[src/rtl/hpdcache_pkg.sv]
// Shared HPDcache types for the CMO path: handler op encoding, request field types
// and the CMO arbiter state encoding.
package hpdcache_pkg;

  localparam int unsigned HPDCACHE_PA_WIDTH       = 40;
  localparam int unsigned HPDCACHE_REQ_DATA_WIDTH = 64;

  typedef logic [HPDCACHE_PA_WIDTH-1:0]       hpdcache_req_addr_t;
  typedef logic [HPDCACHE_REQ_DATA_WIDTH-1:0] hpdcache_req_data_t;

  // Exactly one bit may be set for a request the handler can execute
  typedef struct packed {
    logic is_inval_all;
    logic is_inval_by_set;
    logic is_inval_by_nline;
    logic is_fence;
  } hpdcache_cmoh_op_t;

  typedef enum logic [1:0] {
    ARB_IDLE  = 2'd0,
    ARB_ISSUE = 2'd1,
    ARB_WAIT  = 2'd2,
    ARB_DRAIN = 2'd3
  } hpdcache_cmo_arb_fsm_t;

  function automatic logic cmo_op_is_valid(input hpdcache_cmoh_op_t op);
    return $onehot({op.is_inval_all, op.is_inval_by_set, op.is_inval_by_nline, op.is_fence});
  endfunction

endpackage

[src/rtl/hpdcache_rrarb.sv]
// Round-robin arbiter: one-hot grant starting the search at the pointer, which
// moves past the winner only when the grant is actually taken (en_i).
module hpdcache_rrarb #(
  parameter int unsigned N  = 4,
  parameter int unsigned PW = $clog2(N)
) (
  input  logic          clk_i,
  input  logic          rst_ni,
  input  logic [N-1:0]  req_i,
  input  logic          en_i,
  output logic [N-1:0]  gnt_o,
  output logic [PW-1:0] gnt_idx_o,
  output logic          gnt_any_o
);

  logic [PW-1:0] ptr_q;
  logic [PW:0]   cand;

  // Explicit wrap keeps the search in range for non-power-of-2 N
  always_comb begin
    gnt_o     = '0;
    gnt_idx_o = '0;
    gnt_any_o = 1'b0;
    cand      = '0;
    for (int unsigned i = 0; i < N; i++) begin
      cand = {1'b0, ptr_q} + (PW+1)'(i);
      if (cand >= (PW+1)'(N)) cand = cand - (PW+1)'(N);
      if (!gnt_any_o && req_i[cand[PW-1:0]]) begin
        gnt_any_o = 1'b1;
        gnt_idx_o = cand[PW-1:0];
      end
    end
    if (gnt_any_o) gnt_o[gnt_idx_o] = 1'b1;
  end

  always_ff @(posedge clk_i or negedge rst_ni) begin
    if (!rst_ni) begin
      ptr_q <= '0;
    end else if (en_i && gnt_any_o) begin
      ptr_q <= (gnt_idx_o == PW'(N-1)) ? '0 : gnt_idx_o + 1'b1;
    end
  end

endmodule

[src/rtl/hpdcache_cmo_arbiter.sv]
// Shares the single CMO handler among NREQ requesters: round-robin grant, latch,
// issue, wait for the handler to return to ready, then pulse the originator.
module hpdcache_cmo_arbiter
  import hpdcache_pkg::*;
#(
  parameter int unsigned NREQ = 4,
  parameter int unsigned IDW  = $clog2(NREQ)
) (
  input  logic                                 clk_i,
  input  logic                                 rst_ni,
  input  logic               [NREQ-1:0]        req_valid_i,
  output logic               [NREQ-1:0]        req_ready_o,
  input  hpdcache_cmoh_op_t  [NREQ-1:0]        req_op_i,
  input  hpdcache_req_addr_t [NREQ-1:0]        req_addr_i,
  input  hpdcache_req_data_t [NREQ-1:0]        req_wdata_i,
  output logic               [NREQ-1:0]        rsp_valid_o,
  output logic                                 rsp_error_o,
  output logic                                 busy_o,
  output logic                                 cmoh_req_valid_o,
  input  logic                                 cmoh_req_ready_i,
  output hpdcache_cmoh_op_t                    cmoh_req_op_o,
  output hpdcache_req_addr_t                   cmoh_req_addr_o,
  output hpdcache_req_data_t                   cmoh_req_wdata_o
);

  // state      | meaning
  // ARB_IDLE   | no CMO in flight, grant the next valid requester
  // ARB_ISSUE  | latched request presented to the handler
  // ARB_WAIT   | handler accepted, waiting for it to become ready again
  // ARB_DRAIN  | malformed op, error completion without touching the handler

  hpdcache_cmo_arb_fsm_t state_q;
  hpdcache_cmoh_op_t     op_q;
  hpdcache_req_addr_t    addr_q;
  hpdcache_req_data_t    wdata_q;
  logic [IDW-1:0]        id_q;

  logic [NREQ-1:0] gnt;
  logic [IDW-1:0]  gnt_idx;
  logic            gnt_any;
  logic            idle;

  assign idle = (state_q == ARB_IDLE);

  hpdcache_rrarb #(
    .N  (NREQ),
    .PW (IDW)
  ) rrarb_i (
    .clk_i     (clk_i),
    .rst_ni    (rst_ni),
    .req_i     (req_valid_i),
    .en_i      (idle),
    .gnt_o     (gnt),
    .gnt_idx_o (gnt_idx),
    .gnt_any_o (gnt_any)
  );

  assign req_ready_o = idle ? gnt : '0;

  always_ff @(posedge clk_i or negedge rst_ni) begin
    if (!rst_ni) begin
      state_q <= ARB_IDLE;
    end else begin
      case (state_q)
        ARB_IDLE:  if (gnt_any) state_q <= cmo_op_is_valid(req_op_i[gnt_idx]) ? ARB_ISSUE : ARB_DRAIN;
        ARB_ISSUE: if (cmoh_req_ready_i) state_q <= ARB_WAIT;
        ARB_WAIT:  if (cmoh_req_ready_i) state_q <= ARB_IDLE;
        ARB_DRAIN: state_q <= ARB_IDLE;
        default:   state_q <= ARB_IDLE;
      endcase
    end
  end

  // Payload is only ever captured in IDLE, so it cannot move while the handler stalls
  always_ff @(posedge clk_i) begin
    if (idle && gnt_any) begin
      op_q    <= req_op_i[gnt_idx];
      addr_q  <= req_addr_i[gnt_idx];
      wdata_q <= req_wdata_i[gnt_idx];
      id_q    <= gnt_idx;
    end
  end

  assign cmoh_req_valid_o = (state_q == ARB_ISSUE);
  assign cmoh_req_op_o    = op_q;
  assign cmoh_req_addr_o  = addr_q;
  assign cmoh_req_wdata_o = wdata_q;
  assign busy_o           = !idle;
  assign rsp_error_o      = (state_q == ARB_DRAIN);

  always_comb begin
    rsp_valid_o = '0;
    if ((state_q == ARB_WAIT && cmoh_req_ready_i) || state_q == ARB_DRAIN) rsp_valid_o[id_q] = 1'b1;
  end

  a_ready_onehot0: assert property (@(posedge clk_i) disable iff (!rst_ni) $onehot0(req_ready_o));
  a_rsp_onehot0:   assert property (@(posedge clk_i) disable iff (!rst_ni) $onehot0(rsp_valid_o));
  a_valid_issue:   assert property (@(posedge clk_i) disable iff (!rst_ni)
                                    cmoh_req_valid_o |-> state_q == ARB_ISSUE);
  a_fields_stable: assert property (@(posedge clk_i) disable iff (!rst_ni)
                                    cmoh_req_valid_o && !cmoh_req_ready_i |=>
                                    $stable(op_q) && $stable(addr_q) && $stable(wdata_q));

endmodule

[config.mk]
export PLATFORM = sky130hd
export DESIGN_NAME = hpdcache_cmo_arbiter
export DESIGN_NICKNAME = d
export VERILOG_FILES = /design/src/rtl/hpdcache_pkg.sv /design/src/rtl/hpdcache_rrarb.sv /design/src/rtl/hpdcache_cmo_arbiter.sv
export SDC_FILE = /design/constraint.sdc
export NUM_CORES = 1
export LEC_CHECK = 0
export CAP_MARGIN = 20
export CORE_AREA = 2 2 215 217
export DETAILED_ROUTE_END_ITERATION = 8
export DIE_AREA = 0 0 217 219
export GPL_TIMING_DRIVEN = 0
export PLACE_DENSITY = 0.5
export SLEW_MARGIN = 20
export SYNTH_ARGS = -nofsm -noshare
export SYNTH_HDL_FRONTEND = slang
export SYNTH_SLANG_ARGS = --single-unit
export TNS_END_PERCENT = 5
[constraint.sdc]
create_clock -name clk_i -period 11.62 [get_ports clk_i]
set_input_delay 1.162 -clock clk_i [delete_from_list [all_inputs] [get_ports clk_i]]
set_output_delay 1.162 -clock clk_i [all_outputs]
set_load 0.1 [all_outputs]
==> results.yml <==
outcome:
  status: "finished, final reports clean"
floorplanning:
  start_util: 0.163
  io_pins: 558
  core_area_um2: 45100
  die_x_um: 217
  dieArea_um2: 47500
  dieHeight_um: 219
  row_count: 78
detailed_routing:
  vias: 6617
  wl_met1_um: 13100
  wl_um: 33400
  drc: 0
  drtPass1Iterations: 4
  drtIter0Drc: 157
  antenna_left: 0
  top_layer: "met4"
  wl_met2_um: 17700
  wire_per_inst_um: 19.4
  wl_met3_um: 2470
  vias_per_cell: 3.85
power_and_ir_drop:
  internal_power_uw: 1890
  power_frac_seq: 0.190
  leakage_uw: 0.00607
  p_comb_frac: 0.667
  p_sw_uw: 2140
  netSwitchingFraction: 0.530
  power_density_nw_per_um2: 279
  max-vdd-ir-drop_v: 0.000156
  power_frac_clock: 0.143
sta:
  fin_crit_sh: 0.464
  slew_viol_final: 0
  setup_viol: 0
  fin_skew_ns: 0.0100
  period_minus_slack_ns: 5.39
  rsz0062_at_grt: "no"
  relSlewSlack: 0.275
  fmax_mhz: 185
  hold_viol: 0
  worstMarginPinSlew_ns: 1.08
  fin_ws_ns: 6.23
synthesis:
  syn_nets: 972
  ys_ff_latch: 114
  yosysUniqueCellTypes: 30
  syn-cell-area_um2: 7370
  avgSynthCellArea_um2: 14.0
  seq_area_frac_synth: 0.462
  syn_inst: 526
  synth_warnings: 0
clocking:
  cts_num_sinks: 114
  cts_tree: "done"
  h-tree-depth: 4
  holdBufCountCts: 0
  clk_transition_reported_paths_ns: 0.06
  cts_made_buffers: 17
  post-cts-setup-buffer-count: 0
  cts_root_buf: "clkbuf_16"
  worstSkewPairLatency_ns: 0.44
  post_cts_resized: 0
  clock_path_buffers: 2
critical_path:
  worst-setup-path-type: "input pin to primary output"
  crit_top_cell: "clkdlybuf4s50_1"
  cp_max_fo: 11
  required_ns: 10.46
  critPathCaptureType: "primary output"
  cp_slowest_stage_delay_ns: 1.15
  arrival_ns: 4.23
  critPathSlowestCell: "clkdlybuf4s50_1"
  worstPathCellList: "clkdlybuf4s50_1 -> a21oi_1 -> o21a_1 -> o22a_1 -> inv_2 -> buf_2 -> ha_1 -> and2_1 -> clkdlybuf4s50_1"
  rr_worst_depth: 14
  cp-start-kind: "input pin"
  r2r_slack_ns: 8.20
place:
  dpl_cell_area_um2: 13800
  place_ws_ns: 6.18
  gp_congestion: 0.751
  port_buffers: 557
  dp_hpwl_um: 27000
final_layout:
  synthToLayoutAreaGrowth_pct: 95.8
  drive_gt1_frac: 0.0714
  design_area_um2: 14400
  nets: 1553
  num_antenna_cells: 0
grt:
  grt_overflow: 0
  grtUsageTotal: 0.135
  grt_max_degree: 25
  grt_pass1_wl_um: 46500
  grt_antenna_before_repair: 0
  grt_pass1_vias: 7124
hold_path:
  hold_path_class: "register to register"
  holdPathStages: 1
run:
  drv_cap: 0
-- cells in the final DEF (no fill, tap or decap), drive strengths merged, types with 4 or more instances in the layout --
cell and instances:
ha 6, and2 5, edfxtp 110, mux2 4
bufinv 4, mux2i 326, inv 7, clkinvlp 4
buf 41, clkbuf 17, nor2 5, a21oi 5
dfrtp 4, clkdlybuf4s50 556, clkinv 5
-- power groups by stage --
stage	clock, uW	combinational [uW]	sequential, uW
2_1_floorplan	0	822	1920
3_5_place_dp	0	2730	774
3_3_place_gp	0	2670	822
5_1_grt	613	2800	784
4_1_cts	598	2730	768
6_report	577	2690	765
-- cell type report --
| cell class | instances | area (um^2) |
|---|---|---|
| timing repair buffer | 562 | 5690 |
| inverter | 5 | 21.3 |
| sequential | 114 | 3400 |
| tap | 600 | 751 |
| buffer | 35 | 330 |
| clock buffer | 17 | 425 |
| clock inverter | 15 | 189 |
| multi-input combinational | 372 | 3620 |
| fill | 4582 | 30700 |
-- per-layer routing --
metal,GRT usage,vias to the layer above
met1,0.150,3107
li1,-,3194
met3,0.0420,12
met4,0.0274,0
met2,0.253,304
met5,0,-
-- metrics by stage --
step / std cells / power [uW] / util / hold WS [ns] / TNS [ns]
3_5_place_dp: 1688 / 3500 / 0.306 / 0.523 / 0
2_1_floorplan: 526 / 2740 / - / 0.471 / 0
5_1_grt: 1720 / 4200 / 0.320 / 0.558 / 0
6_report: 1720 / 4030 / 0.320 / 0.527 / 0
4_1_cts: 1720 / 4100 / 0.320 / 0.525 / 0
3_3_place_gp: 1683 / 3500 / 0.304 / 0.502 / -4.57
-- cells by family (layout without fill, tap and decap cells) --
group / after synthesis / in the layout / share of synthesized area
AO/OA/AOI/OAI: 13 / 13 / 0.0117
adder cells (fa/ha/maj): 7 / 7 / 0.0129
buffers and inverters: 40 / 634 / 0.0477
flip-flops: 114 / 114 / 0.462
multiplexers: 330 / 330 / 0.449
AND/OR/NAND/NOR: 22 / 22 / 0.0170
-- critical path, delay by kind of cell --
kind / cells / cell delay, ns
compound gates: 3 / 0.57
fa+ha+maj: 1 / 0.21
buf+inv: 4 / 2.17
simple gates: 1 / 0.11
-- synthesized netlist by cell type, drive strengths merged --
| library cell | instances | area, um^2 |
|---|---|---|
| a211oi | 1 | 7.51 |
| a21oi | 5 | 25.0 |
| and2 | 5 | 31.3 |
| and3 | 1 | 6.26 |
| buf | 35 | 330 |
| dfrtp | 4 | 100 |
| edfxtp | 110 | 3300 |
| fa | 1 | 20.0 |
| ha | 6 | 75.1 |
| inv | 5 | 21.3 |
| mux2 | 4 | 45.0 |
| mux2i | 326 | 3260 |
| nand2 | 3 | 11.3 |
| nand2b | 2 | 12.5 |
| nor2 | 5 | 26.3 |
| nor2b | 2 | 12.5 |
| nor3 | 1 | 5.00 |
| nor3b | 1 | 7.51 |
| nor4 | 1 | 6.26 |
| o21a | 3 | 22.5 |
| o21ai | 2 | 10.0 |
| o22a | 1 | 8.76 |
| o22ai | 1 | 12.5 |
| or2 | 1 | 6.26 |
-- state kept, by name (all words and copies together) (netlist names) --
signal and flops:
cmoh_req_addr_o 40, cmoh_req_op_o 4, cmoh_req_wdata_o 64, id_q 2, rrarb_i.ptr_q 2, state_q 2
-- path summary, 6_finish.rpt --
| path | end | startpoint |
|---|---|---|
| setup / recovery | req_ready_o[1] | req_valid_i[0] |
| hold / removal | state_q[0] | state_q[1] |
| setup reg to reg | state_q[1] | rrarb_i.ptr_q[1] |
| hold reg to reg | state_q[0] | state_q[1] |
| max in group asynchronous | rrarb_i.ptr_q[1] | rst_ni |
| min in group asynchronous | state_q[0] | rst_ni |
No activity file was read; power rests on OpenSTA's default activity.
